## config.mk

```make
export PLATFORM = sky130hd
export DESIGN_NAME = alg_seq_ctrl
export DESIGN_NICKNAME = d
export VERILOG_FILES = /design/src/rtl/alg_ctrl_pkg.sv /design/src/rtl/rr_fifo.sv /design/src/rtl/alg_seq_ctrl.sv
export SDC_FILE = /design/constraint.sdc
export NUM_CORES = 1
export LEC_CHECK = 0
export ABC_AREA = 1
export BUFFER_PORTS_ARGS = -buffer_cell sky130_fd_sc_hd__buf_2
export CAP_MARGIN = 10
export CORE_MARGIN = 4
export CORE_UTILIZATION = 40
export CTS_CLUSTER_SIZE = 25
export DETAILED_ROUTE_END_ITERATION = 8
export PLACE_DENSITY_LB_ADDON = 0.12
export SETUP_SLACK_MARGIN = 0.2
export SLEW_MARGIN = 25
export SYNTH_ARGS = -nofsm -noshare
export SYNTH_HDL_FRONTEND = slang
export SYNTH_SLANG_ARGS = --single-unit
```

## constraint.sdc

```tcl
create_clock -name i_clk -period 5.6 [get_ports i_clk]
set_clock_uncertainty 0.1 [all_clocks]
set_input_delay 0.84 -clock i_clk [delete_from_list [all_inputs] [get_ports i_clk]]
set_output_delay 0.84 -clock i_clk [all_outputs]
set_load 0.02 [all_outputs]
```

## src/rtl/alg_ctrl_pkg.sv

```systemverilog
// Shared types for the QRS record sequencer: FSM state encoding and the RR
// result record carried through the result FIFO.
package alg_ctrl_pkg;

  localparam int CTR_WIDTH_DEF = 22;

  typedef enum logic [2:0] {
    IDLE,
    CLEAR,
    RUN,
    DRAIN,
    DONE
  } seq_state_t;

  typedef struct packed {
    logic [CTR_WIDTH_DEF-1:0] rr_period;
    logic [CTR_WIDTH_DEF-1:0] peak_num;
  } rr_entry_t;

endpackage

```

## src/rtl/rr_fifo.sv

```systemverilog
// First-word-fall-through FIFO of RR records; head is valid whenever !empty.
module rr_fifo
  import alg_ctrl_pkg::*;
#(
  parameter int DEPTH = 8
) (
  input  logic      i_clk,
  input  logic      i_rst,
  input  logic      push,
  input  rr_entry_t wdata,
  input  logic      pop,
  input  logic      flush,
  output logic      full,
  output logic      empty,
  output rr_entry_t head
);

  localparam int AW = $clog2(DEPTH);

  rr_entry_t   mem_q [DEPTH];
  logic [AW:0] wr_ptr_q, wr_ptr_d;
  logic [AW:0] rd_ptr_q, rd_ptr_d;
  logic        do_push, do_pop;

  // Extra pointer bit distinguishes full from empty when indices match.
  assign empty = (wr_ptr_q == rd_ptr_q);
  assign full  = (wr_ptr_q[AW] != rd_ptr_q[AW]) &&
                 (wr_ptr_q[AW-1:0] == rd_ptr_q[AW-1:0]);
  assign head  = mem_q[rd_ptr_q[AW-1:0]];

  always_comb begin
    do_pop   = pop && !empty;
    do_push  = push && (!full || do_pop);
    wr_ptr_d = wr_ptr_q;
    rd_ptr_d = rd_ptr_q;
    if (flush) begin
      wr_ptr_d = '0;
      rd_ptr_d = '0;
    end else begin
      if (do_push) wr_ptr_d = wr_ptr_q + (AW+1)'(1);
      if (do_pop)  rd_ptr_d = rd_ptr_q + (AW+1)'(1);
    end
  end

  always_ff @(posedge i_clk) begin
    if (i_rst) begin
      wr_ptr_q <= '0;
      rd_ptr_q <= '0;
    end else begin
      wr_ptr_q <= wr_ptr_d;
      rd_ptr_q <= rd_ptr_d;
    end
  end

  always_ff @(posedge i_clk) begin
    if (do_push && !flush) mem_q[wr_ptr_q[AW-1:0]] <= wdata;
  end

endmodule

```

## src/rtl/alg_seq_ctrl.sv

```systemverilog
// Record sequencer for the QRS core: clears the core, meters samples in,
// drains the pipeline, and turns R-peak strobes into queued RR records.
module alg_seq_ctrl
  import alg_ctrl_pkg::*;
#(
  parameter int DATA_WIDTH   = 11,
  parameter int CTR_WIDTH    = 22,
  parameter int CLR_CYCLES   = 4,
  parameter int DRAIN_CYCLES = 64,
  parameter int FIFO_DEPTH   = 8
) (
  input  logic                  i_clk,
  input  logic                  i_rst,
  input  logic                  i_start,
  input  logic                  i_abort,
  input  logic [CTR_WIDTH-1:0]  i_rec_len,
  output logic                  o_busy,
  output logic                  o_done,
  input  logic                  i_smp_valid,
  output logic                  o_smp_ready,
  input  logic [DATA_WIDTH-1:0] i_smp_data,
  output logic                  o_core_nrst,
  output logic                  o_core_ce,
  output logic                  o_core_data_valid,
  output logic [DATA_WIDTH-1:0] o_core_ecg_value,
  input  logic                  i_core_peak,
  input  logic [CTR_WIDTH-1:0]  i_core_peak_num,
  output logic                  o_rr_valid,
  input  logic                  i_rr_ready,
  output logic [CTR_WIDTH-1:0]  o_rr_period,
  output logic [CTR_WIDTH-1:0]  o_rr_peak_num,
  output logic                  o_overflow,
  output logic [CTR_WIDTH-1:0]  o_peak_cnt
);

  localparam int CLR_W = $clog2(CLR_CYCLES + 1);
  localparam int DRN_W = $clog2(DRAIN_CYCLES + 1);

  seq_state_t            state_q, state_d;
  logic [CTR_WIDTH-1:0]  rec_len_q, rec_len_d;
  logic [CTR_WIDTH-1:0]  acc_q, acc_d;
  logic [CTR_WIDTH-1:0]  acc_inc;
  logic [CTR_WIDTH-1:0]  last_peak_q, last_peak_d;
  logic [CTR_WIDTH-1:0]  peak_cnt_q, peak_cnt_d;
  logic                  have_last_q, have_last_d;
  logic [CLR_W-1:0]      clr_cnt_q, clr_cnt_d;
  logic [DRN_W-1:0]      drn_cnt_q, drn_cnt_d;
  logic                  nrst_q, nrst_d;
  logic                  ce_q, ce_d;
  logic                  busy_q, busy_d;
  logic                  done_q, done_d;
  logic                  dv_q, dv_d;
  logic                  abort_q, abort_d;
  logic                  ovf_q, ovf_d;
  logic [DATA_WIDTH-1:0] ecg_q, ecg_d;

  logic                  smp_ready, accept, peak_ok;
  logic                  fifo_push, fifo_flush, fifo_full, fifo_empty;
  rr_entry_t             push_entry, head_entry;

  assign smp_ready = (state_q == RUN) && (acc_q < rec_len_q);
  assign accept    = i_smp_valid && smp_ready;
  assign peak_ok   = i_core_peak && !i_abort && ((state_q == RUN) || (state_q == DRAIN));
  assign acc_inc   = acc_q + CTR_WIDTH'(1);

  always_comb begin
    state_d     = state_q;
    rec_len_d   = rec_len_q;
    acc_d       = acc_q;
    last_peak_d = last_peak_q;
    peak_cnt_d  = peak_cnt_q;
    have_last_d = have_last_q;
    clr_cnt_d   = clr_cnt_q;
    drn_cnt_d   = drn_cnt_q;
    nrst_d      = nrst_q;
    ovf_d       = ovf_q;
    ecg_d       = ecg_q;
    dv_d        = 1'b0;
    abort_d     = i_abort;
    fifo_flush  = 1'b0;
    fifo_push   = 1'b0;
    push_entry  = '0;

    unique case (state_q)
      IDLE: begin
        if (i_start && !i_abort) begin
          state_d     = CLEAR;
          rec_len_d   = i_rec_len;
          acc_d       = '0;
          peak_cnt_d  = '0;
          have_last_d = 1'b0;
          ovf_d       = 1'b0;
          clr_cnt_d   = '0;
          nrst_d      = 1'b0;
          fifo_flush  = 1'b1;
        end else if (abort_q) begin
          // Abort reset pulse is one cycle; release the core afterwards.
          nrst_d = 1'b1;
        end
      end
      CLEAR: begin
        if (clr_cnt_q == CLR_W'(CLR_CYCLES - 1)) begin
          nrst_d    = 1'b1;
          drn_cnt_d = '0;
          state_d   = (rec_len_q == '0) ? DRAIN : RUN;
        end else begin
          clr_cnt_d = clr_cnt_q + CLR_W'(1);
        end
      end
      RUN: begin
        if (accept) begin
          ecg_d = i_smp_data;
          dv_d  = 1'b1;
          acc_d = acc_inc;
          if (acc_inc == rec_len_q) begin
            state_d   = DRAIN;
            drn_cnt_d = '0;
          end
        end
      end
      DRAIN: begin
        if (drn_cnt_q == DRN_W'(DRAIN_CYCLES - 1)) state_d = DONE;
        else drn_cnt_d = drn_cnt_q + DRN_W'(1);
      end
      DONE: state_d = IDLE;
      default: state_d = IDLE;
    endcase

    if (peak_ok) begin
      if (peak_cnt_q != '1) peak_cnt_d = peak_cnt_q + CTR_WIDTH'(1);
      if (have_last_q) begin
        fifo_push            = 1'b1;
        push_entry.rr_period = CTR_WIDTH_DEF'(i_core_peak_num - last_peak_q);
        push_entry.peak_num  = CTR_WIDTH_DEF'(i_core_peak_num);
        // A full FIFO accepts the push only when the host pops in the same cycle.
        if (fifo_full && !i_rr_ready) ovf_d = 1'b1;
      end
      last_peak_d = i_core_peak_num;
      have_last_d = 1'b1;
    end

    if (i_abort) begin
      state_d    = IDLE;
      nrst_d     = 1'b0;
      dv_d       = 1'b0;
      fifo_flush = 1'b1;
    end

    ce_d   = (state_d == CLEAR) || (state_d == RUN) || (state_d == DRAIN);
    busy_d = ce_d;
    done_d = (state_d == DONE);
  end

  always_ff @(posedge i_clk) begin
    if (i_rst) begin
      state_q     <= IDLE;
      rec_len_q   <= '0;
      acc_q       <= '0;
      last_peak_q <= '0;
      peak_cnt_q  <= '0;
      have_last_q <= 1'b0;
      clr_cnt_q   <= '0;
      drn_cnt_q   <= '0;
      nrst_q      <= 1'b0;
      ce_q        <= 1'b0;
      busy_q      <= 1'b0;
      done_q      <= 1'b0;
      dv_q        <= 1'b0;
      abort_q     <= 1'b0;
      ovf_q       <= 1'b0;
      ecg_q       <= '0;
    end else begin
      state_q     <= state_d;
      rec_len_q   <= rec_len_d;
      acc_q       <= acc_d;
      last_peak_q <= last_peak_d;
      peak_cnt_q  <= peak_cnt_d;
      have_last_q <= have_last_d;
      clr_cnt_q   <= clr_cnt_d;
      drn_cnt_q   <= drn_cnt_d;
      nrst_q      <= nrst_d;
      ce_q        <= ce_d;
      busy_q      <= busy_d;
      done_q      <= done_d;
      dv_q        <= dv_d;
      abort_q     <= abort_d;
      ovf_q       <= ovf_d;
      ecg_q       <= ecg_d;
    end
  end

  rr_fifo #(
    .DEPTH(FIFO_DEPTH)
  ) u_rr_fifo (
    .i_clk (i_clk),
    .i_rst (i_rst),
    .push  (fifo_push),
    .wdata (push_entry),
    .pop   (i_rr_ready),
    .flush (fifo_flush),
    .full  (fifo_full),
    .empty (fifo_empty),
    .head  (head_entry)
  );

  assign o_busy            = busy_q;
  assign o_done            = done_q;
  assign o_smp_ready       = smp_ready;
  assign o_core_nrst       = nrst_q;
  assign o_core_ce         = ce_q;
  assign o_core_data_valid = dv_q;
  assign o_core_ecg_value  = ecg_q;
  assign o_rr_valid        = !fifo_empty;
  assign o_rr_period       = CTR_WIDTH'(head_entry.rr_period);
  assign o_rr_peak_num     = CTR_WIDTH'(head_entry.peak_num);
  assign o_overflow        = ovf_q;
  assign o_peak_cnt        = peak_cnt_q;

endmodule
```

## Word level (Yosys, flattened, before mapping)

Memories as Yosys holds them, arrays and structs flattened. A register that Yosys moved wholly into a read port is not among the register bits.
Cells that the tools add are included.
Widths: inputs -> output; s select.

| operators by class | value |
|---|---|
| $add $sub $neg | 7 |
| $lt $le $gt $ge | 1 |
| eq/ne operators | 21 |
| multiplexer cells | 47 |
| bitwise operators | 1 |
| reduce and logical (&&, ||, !) cells | 36 |

Operator list:

| kind | number |
|---|---|
| $mux 22 | 6 |
| $mux 44 | 2 |
| $add 22x1->22 const B | 2 |
| $pmux 22 s2 | 1 |
| $mux 3 | 10 |
| $mux 7 | 4 |
| $eq 22x22->1 | 1 |
| $logic_not 22->1 | 1 |
| $lt 22x22->1 | 1 |
| $ne 22x22->1 const B | 1 |
| $sub 22x22->22 | 1 |
| $pmux 7 s3 | 1 |
| $mux 1 | 20 |
| $eq 3x2->1 const B | 5 |
| $pmux 3 s4 | 1 |
| $logic_and 1x1->1 | 10 |
| $ne 2x2->1 const B | 5 |
| $reduce_and 3->1 | 3 |
| $add 4x1->4 const B | 2 |
| $reduce_bool 2->1 | 4 |
| $add 7x1->7 const B | 1 |
| $eq 7x6->1 const B | 1 |
| $eq 3x1->1 const B | 2 |
| $pmux 3 s2 | 1 |
| other kinds (17) | 27 |

| word-level totals | value |
|---|---|
| flip-flop bits (word level) | 127 |
| RAM bits | 352 |
| input port bits | 62 |
| output and inout bits | 85 |
| memories | 1 |

Memories:

| name | words | bits a word | read ports | clocked after memory_dff | wr ports | line | source |
|---|---|---|---|---|---|---|---|
| u_rr_fifo.mem_q | 8 | 44 | 1 | 1 | 1 | rr_fifo.sv:20 | `rr_entry_t mem_q [DEPTH];` |

## Longest topological paths before layout

Gate-level depths: netlist of the first run.

| depth | value |
|---|---|
| word-level depth | 9 |
| depth in mapped cells | 18 |

## Cells and area by module

Synthesis of the first run repeated with hierarchy kept, for this count alone.

| unflattened totals | value |
|---|---|
| cells, all modules | 2329 |
| area, all modules | 22054.9 µm² |

Modules (own cells, without submodules):

| module | instances | cells each | area an instance (µm²) | seq. area each (µm²) |
|---|---|---|---|---|
| rr_fifo | 1 | 1129 | 14300.0 | 10790.3 |
| alg_seq_ctrl | 1 | 1200 | 7754.9 | 2382.3 |

## Worst setup path before layout of the first run

Ideal clock, no wire load.

| timing | value |
|---|---|
| path type | input -> register |
| start point | input i_abort |
| end point | memory u_rr_fifo.mem_q[4][0] (netlist name) (enable) |
| library setup time | 500 ps |
| data arrival time | 4781 ps |
| slack | 219 ps |
| stages on the path | 6 |
| path buffers | 0 |
| cells stage by stage | inv_1 -> nand4_1 -> nor2_1 -> nand2_1 -> or2_2 -> nor3_1 |

| on the way | value |
|---|---|
| cells in the longest elaborated chain, start to end | 9 |
| elaborated cells between the ends (all ways) | 13 |

RTL lines:

| item | line | source |
|---|---|---|
| start, declared | alg_seq_ctrl.sv:15 | `input logic i_abort,` |
| $logic_not 1->1 | alg_seq_ctrl.sv:63, alg_seq_ctrl.sv:86 |  |
| $logic_and 1x1->1 | alg_seq_ctrl.sv:86 | `if (i_start && !i_abort) begin` |
| $mux 1 | alg_seq_ctrl.sv:86 |  |
| $mux 1 | alg_seq_ctrl.sv:84 | `unique case (state_q)` |
| $mux 1 | alg_seq_ctrl.sv:142 | `if (i_abort) begin` |
| $logic_not 1->1 | rr_fifo.sv:56 | `if (do_push && !flush) mem_q[wr_ptr_q[AW-1:0]] <= wdata;` |
| $logic_and 1x1->1 (*) | rr_fifo.sv:56 |  |
| $mux 1 (*) | rr_fifo.sv:56 |  |
| $mux 1 (implied by the code) (*) | rr_fifo.sv:56 |  |
| end, declared | rr_fifo.sv:20 |  |

Mark *: on every way between the ends. The rest lies on a longest branch, timed or not.

==> results of run 1 <==
final timing paths:
check	end	depth (start not counted)	slack, ns	start
setup / recovery	o_rr_period[5]	6	1.48	flop
hold / removal	o_core_nrst$_SDFFE_PP0P_	2	0.35	o_core_nrst$_SDFFE_PP0P_
setup reg to reg	u_rr_fifo.mem_q[1][24]$_DFFE_PP_	7	2.13	have_last_q$_SDFFE_PP0P_
hold reg to reg	o_core_nrst$_SDFFE_PP0P_	2	0.35	o_core_nrst$_SDFFE_PP0P_
per-layer routing:
| metal | track usage [%] | share of wire (%) | up-vias |
|---|---|---|---|
| li1 | - | - | 8016 |
| met1 | 29.9 | 48 | 7886 |
| met2 | 31.4 | 44 | 429 |
| met3 | 3.76 | 6.1 | 81 |
| met4 | 4.91 | 1.7 | 10 |
| met5 | 0 | 0.11 | - |
cell families (layout without fill, tap and decap cells):
group	Yosys count	count (layout)	share of synthesized area, %
flops	482	482	61.2
compound gates	538	538	13.4
other cells	0	1	0
fa+ha+maj	52	52	3.06
simple gates	894	894	17.2
buf+inv	235	399	4.17
xor+xnor	27	27	1.10
critical path, cell delays in order (launching register included):
cell	delay, ns
dfxtp_4	0.61
buf_4	0.69
o21ai_0	0.20
o22ai_1	0.20
nor2_1	0.06
a31oi_1	0.52
buf_2	0.28
cell usage after synthesis (3+ instances only):
cell type / number / area, um2
inv_2: 4 / 15.0
inv_1: 122 / 458
xnor2_1: 14 / 123
nor2_1: 465 / 1750
clkbuf_1: 101 / 379
nor3_1: 26 / 130
o21ai_0: 274 / 1370
nand2_2: 9 / 56.3
nand4_1: 18 / 113
xor2_1: 13 / 114
a211oi_1: 7 / 52.6
nor2_2: 10 / 62.6
dfxtp_1: 130 / 2600
buf_1: 3 / 11.3
o22ai_1: 47 / 294
a31oi_1: 44 / 275
a21oi_1: 148 / 741
ha_1: 51 / 638
nand3_1: 74 / 370
nor4_1: 9 / 56.3
nand2_1: 263 / 987
or2_2: 6 / 37.5
edfxtp_1: 352 / 10600
sequential cells by signal, indices dropped and copies added, names as in the netlist, 4 cells and up, named ones only:
| name | cells |
|---|---|
| drn_cnt_q | 7 |
| last_peak_q | 22 |
| rec_len_q | 22 |
| u_rr_fifo.wr_ptr_q | 4 |
| o_peak_cnt | 22 |
| u_rr_fifo.mem_q | 352 |
| acc_q | 22 |
| o_core_ecg_value | 11 |
| u_rr_fifo.rd_ptr_q | 4 |
report_power, final:
part	internal, mW	switching (mW)	total (mW)
registers	3.79	0.00950	3.80
logic	0.0748	0.142	0.216
clock network	2.26	1.45	3.70
total	6.12	1.60	7.72
per-stage QoR:
step | hold slack (ns) | power [mW] | cells | setup slack, ns
finish | 0.354 | 7.72 | 3081 | 1.48
global route | 0.356 | 7.99 | 3080 | 1.23
CTS | 0.324 | 7.81 | 3080 | 1.37
detailed placement | 0.343 | 4.09 | 2982 | 2.00
global placement | 0.340 | 4.09 | 2982 | 2.02
floorplan | 0.329 | 4.01 | 2228 | 0.219
layout by cell type, fill, tap and decap left out, types with 4 or more instances in the layout:
| master | count |
|---|---|
| inv_1 | 119 |
| nor2_4 | 5 |
| clkbuf_16 | 53 |
| clkinv_1 | 10 |
| nor2_1 | 460 |
| buf_2 | 146 |
| clkbuf_1 | 6 |
| buf_4 | 26 |
| xnor2_1 | 14 |
| a31oi_1 | 44 |
| a21oi_1 | 148 |
| dfxtp_1 | 128 |
| or2_2 | 6 |
| nand4_1 | 18 |
| nor3_1 | 22 |
| xor2_1 | 13 |
| o21ai_0 | 274 |
| a211oi_1 | 7 |
| nand2_1 | 263 |
| nand2_2 | 9 |
| ha_1 | 51 |
| nor3_2 | 4 |
| inv_2 | 5 |
| nor4_1 | 9 |
| edfxtp_1 | 352 |
| nand3_1 | 74 |
| clkinv_2 | 10 |
| bufinv_16 | 9 |
| o22ai_1 | 47 |
| clkbuf_8 | 8 |
| nor2_2 | 11 |
cell type report:
class	count	area share, %
Clock buffer	67	5.87
Tap cell	688	3.46
Timing Repair Buffer	173	3.80
Clock inverter	31	1.67
Inverter	128	1.95
Antenna cell	1	0.0101
Multi-Input combinational cell	1511	30.2
Sequential cell	482	53.0
==> results by group, run 1 <==
Pwr
  – Max IR drop VDD: 0.000331 V
  – Lkg Pwr: 8.06 nW
  – PwrDens: 311 nW/um2

STA
  – RSZ-0062 raised after global routing: no
  – Period utilization: 73.6%
  – Slew @ Worst Pin: 0.938 ns
  – Setup TNS: 0 ns
  – Fmax: 243 MHz
  – Hold Fails Final Rpt: 0
  – Final count of negative-setup-slack endpoints: 0
  – Slew Limit Fails: 0
  – Crit path time final: 4.12 ns
  – Worst rel slew slack: 37.3%

Clock network
  – Post-CTS Setup Repair Bufs: 0
  – Clock buffers created by TritonCTS: 53
  – Post-cts sizing count: 0
  – CTS sink cnt: 482
  – CTS tree: done
  – CTS max path bufs: 3
  – Cts hold-fix bufs: 0
  – Worst-Skew Late Latency: 0.59 ns
  – H-tree depth: 2
  – Clk root buf: clkbuf_16
  – Clock transition at path regs: 0.06 ns

Floorplan
  – DIE WIDTH: 240 um
  – Die area: 57,600 um2
  – CORE AREA: 53,000 um2
  – Initial core utilization: 40.7%
  – Die H: 240 um
  – # rows: 84
  – I/O pin count: 147

Run status
  – Status: completed

Min path
  – Worst hold path class: flop to flop

Global routing
  – Total track usage: 20.3%
  – Vias in the first global route: 15,900
  – Largest net degree at the start of global routing: 105
  – GR Overflow Total: 0
  – First-pass GRT wire length: 92,400 um
  – Antenna violations before repair: 5

Finish
  – Final Util: 46.9%
  – Design area: 24,900 um2
  – Area of the multi-input gates: 7520 um2
  – Final Net Count: 2,463
  – Fillers: 5,041
  – Area Overhead vs Synth: 15.5%
  – Register Area: 13,200 um2
  – Fraction of layout cells with a size suffix above 1: 12.9%

Synthesis
  – Synth Net Count: 2,342
  – Synth Instances: 2,228
  – Number of enable flip-flop cells after synthesis: 352
  – Syn avg cell area: 9.66 um2
  – Sequential-to-total area share from yosys stat: 61.2%
  – Async SR Flop Fraction: 0%
  – Count of cell types in the netlist: 51
  – Dominant synthesized flop cell: edfxtp_1
  – Post-synthesis cell area: 21,500 um2
  – Synth Register Bits: 482
  – Synth Warn #: 0

Detailed routing
  – DRC Markers: 0
  – Antenna-violating nets left: 0
  – First drt pass iteration count: 6
  – Vias/cell: 5.33
  – Wire length per cell: 19.2 um
  – 1st-iter DRT viols: 1,270
  – WL final: 59,100 um
  – Vias post-DR: 16,400

Setup path
  – Crit end category: output port
  – CP Max Fanout: 72
  – Setup CP Type: flop to output port
  – Critical Path RT: 4.66 ns
  – Data arrival, critical path: 3.18 ns
  – Startpoint Class: flop

Run
  – Maxcap violations: 0

Place
  – Port Buffers: 146
  – Gpl congestion: 0.871
  – DP HPWL: 37,400 um
  – Placed cell area: 23,000 um2
(Power assumes the default switching activity.)
==> run 2, diff against run 1 <==
--- a/config.mk
+++ b/config.mk
@@ -5,7 +5,7 @@
 export SDC_FILE = /design/constraint.sdc
 export NUM_CORES = 1
 export LEC_CHECK = 0
-export ABC_AREA = 1
+export ABC_AREA = 0
 export BUFFER_PORTS_ARGS = -buffer_cell sky130_fd_sc_hd__buf_2
 export CAP_MARGIN = 10
 export CORE_MARGIN = 4
==> constraint.sdc (replaced) <==
create_clock -name i_clk -period 4.3 [get_ports i_clk]
set_clock_uncertainty 0.1 [all_clocks]
set_input_delay 0.645 -clock i_clk [delete_from_list [all_inputs] [get_ports i_clk]]
set_output_delay 0.645 -clock i_clk [all_outputs]
set_load 0.02 [all_outputs]
==> run 2 against run 1 <==
- global-route usage fell by 2.7 points
- synthesized area shrank 1.0%
- worst setup slack worse by 0.81 ns
- non-clock buffer count up 2
- sequential share of layout area is 0.34 points higher
- register-to-register slack got worse by 1.2 ns
==> results by group, run 2 <==
Pwr
  – Max IR drop VDD: 0.000318 V
  – P_int: 7.64 mW
  – Part of the power in registers: 51.2%
  – PwrDens: 391 nW/um2
  – Switching Share: 20.9%
  – Lkg Pwr: 9.58 nW
  – Comb pwr share: 2.6%
  – Clk network pwr share: 46.1%
  – NetSw: 2.02 mW

Clock network
  – Cts hold-fix bufs: 0
  – Clock buffers created by TritonCTS: 52
  – Clk root buf: clkbuf_16
  – Clock transition at path regs: 0.06 ns
  – H-tree depth: 2
  – Post-cts sizing count: 0
  – CTS tree: done
  – CTS sink cnt: 482
  – Worst-Skew Late Latency: 0.60 ns
  – Post-CTS Setup Repair Bufs: 0
  – CTS max path bufs: 3

Detailed routing
  – 1st-iter DRT viols: 761
  – Vias post-DR: 13,200
  – Antenna-violating nets left: 0
  – WL final: 50,500 um
  – Vias/cell: 5.36
  – Wire length per cell: 20.5 um
  – DRC Markers: 0
  – First drt pass iteration count: 5

STA
  – Final count of negative-setup-slack endpoints: 0
  – Fmax: 276 MHz
  – Setup TNS: 0 ns
  – Final Worst Setup Slack: 0.673 ns
  – Final hold slack: 0.184 ns
  – Period utilization: 84.3%
  – RSZ-0062 raised after global routing: no
  – Slew @ Worst Pin: 0.995 ns
  – Slew Limit Fails: 0
  – Worst rel slew slack: 33.7%
  – Crit path time final: 3.63 ns
  – Hold Fails Final Rpt: 0

Finish
  – Commonest cells after routing, fill and taps aside: 352 x edfxtp_1, 145 x buf_2, 127 x nand2_1, 127 x dfxtp_1, 113 x a21oi_1
  – Max reg flops: 352
  – Commonest non-fill, non-tap cell in the layout: edfxtp_1
  – Design area: 24,700 um2
  – Post-Layout Cell Count: 2,463
  – Fraction of layout cells with a size suffix above 1: 24.1%
  – Area Overhead vs Synth: 15.9%
  – Final Net Count: 1,840

Global routing
  – GRT met1 Usage: 23.5%
  – M2 GR Usage: 29.9%
  – Total track usage: 17.6%
  – GR Overflow Total: 0
  – First-pass GRT wire length: 78,000 um
  – Vias in the first global route: 13,500
  – Antenna violations before repair: 6
  – Met3 global-route usage: 3.50%
  – Gr busiest metal: met2
  – Largest net degree at the start of global routing: 86

Place
  – Port Buffers: 146
  – Placement Setup Slack: 0.482 ns
  – Placed cell area: 23,000 um2
  – DP HPWL: 31,100 um
  – Placed cells: 2,360
  – Gpl congestion: 0.792

Synthesis
  – Count of cell types in the netlist: 76
  – Top post-synthesis cells by count: 352 x edfxtp_1, 130 x dfxtp_1, 127 x nand2_1
  – Count leader, synth: edfxtp_1
  – Sequential-to-total area share from yosys stat: 61.8%
  – Synth Net Count: 1,696
  – Synth Instances: 1,582
  – Post-synth top area share: 49.6%
  – Dominant synthesized flop cell: edfxtp_1
  – Synth Warn #: 0
  – Number of enable flip-flop cells after synthesis: 352
  – Ranking of synthesized cells by area: edfxtp_1 50%, dfxtp_1 12%, mux4_2 9.3%, ha_1 3.0%, a21oi_1 2.7%
  – Synth Register Bits: 482
  – Async SR Flop Fraction: 0%
  – Yosys top cell by area: edfxtp_1
  – Syn avg cell area: 13.5 um2
  – Post-synthesis cell area: 21,300 um2

Floorplan
  – DIE WIDTH: 239 um
  – I/O pin count: 147
  – Die H: 239 um
  – # rows: 84
  – CORE AREA: 52,700 um2
  – Initial core utilization: 40.5%
  – Die area: 57,000 um2

Setup path
  – Crit end category: output port
  – Startpoint Class: flop
  – CP Max Fanout: 8
  – Critical Path Max Stage Delay: 0.53 ns
  – Data arrival, critical path: 2.88 ns
  – Setup CP Type: flop to output port
  – Worst path slowest cell: dfxtp_1
  – Critical Path RT: 3.56 ns
  – Worst path cell trace: ha_1, a211oi_1, o21ai_0, nand2_1, a21boi_0, nor2b_1, nor2_1, o21a_1, buf_2

Run status
  – Status: completed

Run
  – Maxcap violations: 0

Min path
  – Worst hold path class: primary input to flop
==> run 2: cell count changes after synthesis, moves of 45 or more <==
cell	delta
nor2_1	-352
o21ai_0	-228
nand2_1	-136
mux4_2	+88
inv_1	-66
nand3_1	-52
mux2_2	+46
o22ai_1	-45
==> run 2: final timing paths <==
path / start / cells past startpoint / endpoint / slack, ns
min: i_smp_data[4] / 3 / o_core_ecg_value[4]$_SDFFE_PP0P_ / 0.18
min reg2reg: last_peak_q[13]$_SDFFE_PP0P_ / 2 / last_peak_q[13]$_SDFFE_PP0P_ / 0.36
max: acc_q[13]$_SDFFE_PP0P_ / 9 / o_smp_ready / 0.67
max reg2reg: acc_q[2]$_SDFFE_PP0P_ / 8 / drn_cnt_q[3]$_SDFFE_PP0P_ / 0.91
==> run 2: per-layer routing <==
metal	share of wire (%)	up-vias
li1	-	6291
met1	44	6597
met2	49	238
met3	5.4	62
met4	1.7	6
met5	0.081	-
==> run 2: power by group through the flow <==
stage,clock [mW],combinational (mW),sequential (mW)
after global placement,0,0.253,5.05
after detailed placement,0,0.256,5.05
after floorplan,0,0.170,5.04
after CTS,4.59,0.258,4.95
after global routing,4.78,0.288,4.95
final,4.46,0.255,4.95
==> run 2: final cells by class <==
type	instances	area [um2]
diodes	7	17.5
clock buffers	71	1440
clock inverters	25	269
fillers	4702	27900
inverters	56	210
multi-input cells	959	7650
flip-flops and latches	482	13200
well taps	688	861
repair buffers	175	1080
==> run 2: metrics by stage <==
step / power (mW) / utilization (%)
finish: 9.66 / 46.9
global route: 10.0 / 46.9
CTS: 9.80 / 46.9
detailed placement: 5.30 / 43.6
global placement: 5.30 / 43.6
floorplan: 5.21 / -
==> run 2: cell families (layout without fill, tap and decap cells) <==
| family | count (synthesis) | in the layout | share of synthesized area [%] |
|---|---|---|---|
| DFF | 482 | 482 | 61.8 |
| muxes | 148 | 148 | 12.4 |
| other | 0 | 7 | 0 |
| xor gates and xnor gates | 54 | 54 | 2.22 |
| AOI/OAI and AO/OA | 242 | 242 | 6.77 |
| and+or+nand+nor | 463 | 463 | 11.1 |
| adders and majority gates | 52 | 52 | 3.09 |
| buffers and inverters | 141 | 327 | 2.63 |
==> run 2: worst max-delay path, delay by kind of cell (launching register included) <==
family | cells | cell delay [ns]
AND/OR/NAND/NOR | 3 | 0.29
adder cells (fa/ha/maj) | 1 | 0.31
buffers and inverters | 1 | 0.16
AO/OA/AOI/OAI | 4 | 0.99
flip-flops | 1 | 0.53
